$ cat config.mk
export PLATFORM = sky130hd
export DESIGN_NAME = param_sync_fifo
export DESIGN_NICKNAME = d
export VERILOG_FILES = /design/src/rtl/fifo_pkg.sv /design/src/rtl/fifo_mem.sv /design/src/rtl/param_sync_fifo.sv
export SDC_FILE = /design/constraint.sdc
export NUM_CORES = 1
export LEC_CHECK = 0
export ABC_CLOCK_PERIOD_IN_PS = 8300
export BUFFER_PORTS_ARGS = -buffer_cell sky130_fd_sc_hd__buf_2
export CAP_MARGIN = 20
export CORE_MARGIN = 10
export CORE_UTILIZATION = 42
export CTS_BUF_LIST = sky130_fd_sc_hd__clkbuf_4 sky130_fd_sc_hd__clkbuf_8 sky130_fd_sc_hd__clkbuf_16
export CTS_CLUSTER_DIAMETER = 200
export DETAILED_ROUTE_END_ITERATION = 8
export SLEW_MARGIN = 10
export SYNTH_ARGS = -nofsm -noshare
export SYNTH_HDL_FRONTEND = slang
export SYNTH_SLANG_ARGS = --single-unit
$ cat constraint.sdc
create_clock -name clk -period 8.3 [get_ports clk]
set_input_delay 1.245 -clock clk [delete_from_list [all_inputs] [get_ports clk]]
set_output_delay 1.245 -clock clk [all_outputs]
set_load 0.005 [all_outputs]
$ cat src/rtl/fifo_pkg.sv
// Shared defaults and width helpers for the parameterised synchronous FIFO.
package fifo_pkg;

  localparam int unsigned DEF_DATA_W = 8;
  localparam int unsigned DEF_DEPTH  = 16;

  // Pointer width: log2(DEPTH), never narrower than one bit.
  function automatic int unsigned ptr_w(input int unsigned depth);
    return (depth > 1) ? $clog2(depth) : 1;
  endfunction

  // Occupancy width: one extra bit so that count can reach DEPTH.
  function automatic int unsigned cnt_w(input int unsigned depth);
    return ptr_w(depth) + 1;
  endfunction

endpackage

$ cat src/rtl/fifo_mem.sv
// FIFO storage: one write port, one registered read port; the array itself has no reset.
module fifo_mem
  import fifo_pkg::*;
#(
  parameter int unsigned DATA_W = DEF_DATA_W,
  parameter int unsigned DEPTH  = DEF_DEPTH,
  parameter int unsigned AW     = ptr_w(DEF_DEPTH)
) (
  input  logic              clk,
  input  logic              reset,
  input  logic              we_i,
  input  logic [AW-1:0]     waddr_i,
  input  logic [DATA_W-1:0] wdata_i,
  input  logic              re_i,
  input  logic [AW-1:0]     raddr_i,
  output logic [DATA_W-1:0] rdata_o
);

  logic [DATA_W-1:0] mem_q [DEPTH];
  logic [DATA_W-1:0] rdata_q;

  always_ff @(posedge clk) begin
    if (we_i) begin
      mem_q[waddr_i] <= wdata_i;
    end
  end

  // A same-edge write to the read address returns the old word, which is what full read+write needs.
  always_ff @(posedge clk or negedge reset) begin
    if (!reset) begin
      rdata_q <= '0;
    end else if (re_i) begin
      rdata_q <= mem_q[raddr_i];
    end
  end

  assign rdata_o = rdata_q;

endmodule

$ cat src/rtl/param_sync_fifo.sv
// Parameterised single-clock FIFO: pointers, occupancy count, level flags and sticky error flags.
module param_sync_fifo
  import fifo_pkg::*;
#(
  parameter int unsigned DATA_W   = DEF_DATA_W,
  parameter int unsigned DEPTH    = DEF_DEPTH,
  parameter int unsigned AF_LEVEL = DEPTH - 2,
  parameter int unsigned AE_LEVEL = 2
) (
  input  logic                     clk,
  input  logic                     reset,
  input  logic                     clear,
  input  logic                     write_en,
  input  logic                     read_en,
  input  logic [DATA_W-1:0]        data_in,
  output logic [DATA_W-1:0]        out,
  output logic                     full,
  output logic                     empty,
  output logic                     almost_full,
  output logic                     almost_empty,
  output logic [cnt_w(DEPTH)-1:0]  count,
  output logic                     overflow,
  output logic                     underflow
);

  localparam int unsigned PW = ptr_w(DEPTH);
  localparam int unsigned CW = cnt_w(DEPTH);

  logic [PW-1:0] wptr_q, wptr_d;
  logic [PW-1:0] rptr_q, rptr_d;
  logic [CW-1:0] count_q, count_d;
  logic          ovf_q, ovf_d;
  logic          unf_q, unf_d;
  logic          wr_acc, rd_acc;
  logic          mem_we, mem_re;

  // A full FIFO still takes a write when a read frees the head slot on the same edge.
  assign rd_acc = read_en && !empty;
  assign wr_acc = write_en && (!full || read_en);
  assign mem_we = wr_acc && !clear;
  assign mem_re = rd_acc && !clear;

  always_comb begin
    wptr_d  = wptr_q;
    rptr_d  = rptr_q;
    count_d = count_q;
    ovf_d   = ovf_q;
    unf_d   = unf_q;
    if (clear) begin
      wptr_d  = '0;
      rptr_d  = '0;
      count_d = '0;
      ovf_d   = 1'b0;
      unf_d   = 1'b0;
    end else begin
      if (wr_acc) begin
        wptr_d = wptr_q + PW'(1);
      end
      if (rd_acc) begin
        rptr_d = rptr_q + PW'(1);
      end
      case ({wr_acc, rd_acc})
        2'b10:   count_d = count_q + CW'(1);
        2'b01:   count_d = count_q - CW'(1);
        default: count_d = count_q;
      endcase
      if (write_en && full && !read_en) begin
        ovf_d = 1'b1;
      end
      if (read_en && empty) begin
        unf_d = 1'b1;
      end
    end
  end

  always_ff @(posedge clk or negedge reset) begin
    if (!reset) begin
      wptr_q  <= '0;
      rptr_q  <= '0;
      count_q <= '0;
      ovf_q   <= 1'b0;
      unf_q   <= 1'b0;
    end else begin
      wptr_q  <= wptr_d;
      rptr_q  <= rptr_d;
      count_q <= count_d;
      ovf_q   <= ovf_d;
      unf_q   <= unf_d;
    end
  end

  fifo_mem #(
    .DATA_W (DATA_W),
    .DEPTH  (DEPTH),
    .AW     (PW)
  ) u_mem (
    .clk     (clk),
    .reset   (reset),
    .we_i    (mem_we),
    .waddr_i (wptr_q),
    .wdata_i (data_in),
    .re_i    (mem_re),
    .raddr_i (rptr_q),
    .rdata_o (out)
  );

  assign count        = count_q;
  assign full         = (count_q == CW'(DEPTH));
  assign empty        = (count_q == '0);
  assign almost_full  = (count_q >= CW'(AF_LEVEL));
  assign almost_empty = (count_q <= CW'(AE_LEVEL));
  assign overflow     = ovf_q;
  assign underflow    = unf_q;

endmodule

==> metrics.md <==
| Metric | Value |
|---|---|
| Status | completed |
| CTS tree | built |
| CTS Sinks | 151 |
| Slew @ Worst Pin | 858.6 ps |
| Synth top area share | 60.71% |
| CTS hold repair buffers | 0 |
| Initial Utilization | 43.23% |
| Hold path depth | 2 |
| Final net count | 408 |
| Syn_nets | 378 |
| Max Used Layer | met4 |
| # H-tree levels | 4 |
| Fmax | 301.2 MHz |
| Final TNS setup | 0 ps |
| Hold_sp | u_mem.rdata_o[3] |
| Area taken by multi-input logic gates | 1745 um2 |
| Logic pwr share | 20.4% |
| Relative max-transition margin | 42.55% |
| Clk_lat worst skew | 420 ps |
| Slowest stage delay, CP | 720 ps |
| Antenna violations before repair | 0 |
| PostCTS Resize Cnt | 0 |
| FF-to-FF End | count[4] |
| Diodes inserted | 0 |
| Area grow syn2layout | 13.60% |
| Register area share after synthesis | 69.80% |
| Setup repair bufs after CTS | 0 |
| Delay-heaviest family, CP | simple AND/OR/NAND/NOR gates |
| Worst EP required | 7050 ps |
| Power share of the sequential group | 43.9% |
| Crit Path Class | register to output pin |
| Wire per inst | 21.66 um |
| I/O Buffers | 31 |
| Flops & latches, synth | 151 |
| Detailed Routing Iterations Pass 1 | 4 |
| Fraction of registers with async set/reset | 15.23% |
| CP Launch Type | register |
| Total GRT Usage | 13.24% |
| Avg Vias per Cell | 5.578 |
| R2r setup slk | 5180 ps |
| Clock power share | 35.7% |
| Total number of vias | 3,263 |
| R2R Path Start | count[0] |
| Layout cells sized above 1 | 27.18% |
| DR WL met2 | 6.004 mm |
| Io pins | 32 |
| Detail Placement HPWL | 8.012 mm |
| ANT nets after route | 0 |
| Synth cell count leaders | edfxtp_1, mux4_2, dfrtp_1 |
| Final Hold Viols | 0 |
| CTS Buf Count | 17 |
| Total Power | 2.110 mW |
| Unique masters post-synth | 48 |
| Post-Synthesis Cells | 358 |
| Fillers | 1,240 |
| Crit path buf inv count | 1 |
| Netlist Area Pre-Place | 6331 um2 |
| Cells along the critical path | or4_4 > nor2_1 > buf_2 |
| CP Capture Type | output pin |
| Root buffer cell | clkbuf_16 |
| # setup viols final | 0 |
| Placed cell area | 6606 um2 |
| Area contributors post-synth | edfxtp_1, mux4_2, dfrtp_1 |
| DRC | 0 |
| Non-Filler Cell Area, Final | 7192 um2 |
| CP max FO | 17 |
| Main synth FF type | edfxtp_1 |
| Max VDD drop | 162.5 uV |
| Final wirelength | 12.67 mm |
| Largest area contributor in the netlist | edfxtp_1 |
| Reg2Reg Depth | 8 |
| Syn avg cell area | 17.68 um2 |
| Unrepaired setup endpoints after global routing | false |
| Max Cap Viol | 0 |
| Pre-CTS setup slack | 4915 ps |
| Hold endpoint | u_mem.rdata_o[3] |
| Pwr dens | 293.4 nW/um2 |
| Sw Ratio | 27.85% |
| Vias in the first global route | 3,390 |
| CTS clock-pin slew for the worst setup and hold paths | 60 ps |
| Die Width | 142.8 um |
| Slew Limit Fails | 0 |
| Most numerous cell in the Yosys netlist | edfxtp_1 |
| Register area | 4419 um2 |
| Initial drt markers | 233 |
| Worst Path Arrival | 2070 ps |
| Layout Skew | 7.147 ps |
| Final period utilization | 40.00% |
| Min Tclk post-route | 3320 ps |
| Internal power | 1.523 mW |
| Gr ovfl total | 0 |
| Hold Crit Class | register to register |
| EDFF count, synth | 128 |
| First-pass GRT wire length | 19.98 mm |
| CORE AREA | 14,640 um2 |
| Synth Warn # | 0 |
| Clk buf depth | 2 |
| Sw Pwr | 0.5878 mW |
| Full die area | 20,380 um2 |
| Die Ht | 142.8 um |
| Site row count | 44 |
| Crit-path slowest cell | or4_4 |
| P_leak | 2.502 nW |
| PnR worst setup slack | 4980 ps |
| Wire length on met1 | 6.080 mm |
| Wire length on met3 | 401 um |
| Largest net degree at the start of global routing | 28 |
| Gpl congestion | 0.8065 |
-- worst min-delay path: stages (launching register included) --
cell and delay [ps]:
dfrtp_1 340, nand2_1 60, o221ai_1 60
-- area by class of cell --
type                            instances  share of cell area, %
Multi-Input combinational cell        174                  24.27
Tap cell                              184                  3.201
Sequential cell                       151                  61.45
Clock inverter                         12                  1.757
Clock buffer                           20                  6.315
Inverter                                9                 0.4697
Timing Repair Buffer                   35                  2.540
-- cells in the final DEF, fill, tap and decap left out, types with 3 or more instances in the layout --
master | netlist | final
a21oi_1 | 6 | 6
and3_1 | 11 | 11
and4_1 | 3 | 3
buf_2 | 7 | 32
buf_4 | 3 | 3
clkbuf_16 | 0 | 17
clkinv_2 | 0 | 4
dfrtp_1 | 23 | 23
edfxtp_1 | 128 | 128
ha_1 | 7 | 7
inv_1 | 9 | 9
mux2i_1 | 19 | 19
mux4_2 | 32 | 32
nand2_1 | 15 | 15
nand3_1 | 5 | 5
nor2_1 | 14 | 14
nor2b_1 | 6 | 6
nor3_1 | 5 | 5
o21ai_0 | 6 | 6
o221ai_1 | 8 | 8
or3_1 | 3 | 3
-- routing by layer --
layer,track usage (%),vias to the layer above
li1,-,1486
met1,17.75,1715
met5,0,-
met4,5.049,0
met3,3.715,18
met2,20.10,44
-- how the worst max path moves through the flow --
stage	startpoint	endpoint	cells after the start
floorplan	write_en	count[4]	9
global placement	read_en	count[4]	9
detailed placement	read_en	count[4]	9
CTS	count[1]	full	3
global route	count[0]	count[4]	8
finish	count[1]	full	3
-- cells by family after synthesis --
family	share of synthesized area [%]
buffers and inverters	2.628
AND/OR/NAND/NOR	6.028
AO/OA/AOI/OAI	5.178
adder cells (fa/ha/maj)	1.383
XOR/XNOR	0.4151
multiplexers	14.57
flip-flops	69.80
-- stage by stage --
stage	cells	hold slack (ps)	util, %
6_report	585	489.7	49.11
5_1_grt	585	501.3	49.11
4_1_cts	584	490.8	49.08
3_5_place_dp	552	478.1	45.11
3_3_place_gp	552	470.3	45.11
2_1_floorplan	358	479.1	-
-- sequential cells by signal, indices dropped and copies added (netlist names) --
name and cells:
count 5, u_mem.rdata_o 8, overflow 1, wptr_q 4
rptr_q 4, underflow 1, u_mem.mem_q 128
-- power by group through the flow --
stage / sequential [mW] / clock [mW] / combinational, mW
floorplan: 0.908 / 0 / 0.352
global placement: 0.941 / 0 / 0.429
detailed placement: 0.944 / 0 / 0.435
CTS: 0.928 / 0.763 / 0.437
global route: 0.936 / 0.798 / 0.471
finish: 0.927 / 0.753 / 0.430
Note: power is estimated with default switching activity, not from simulation.
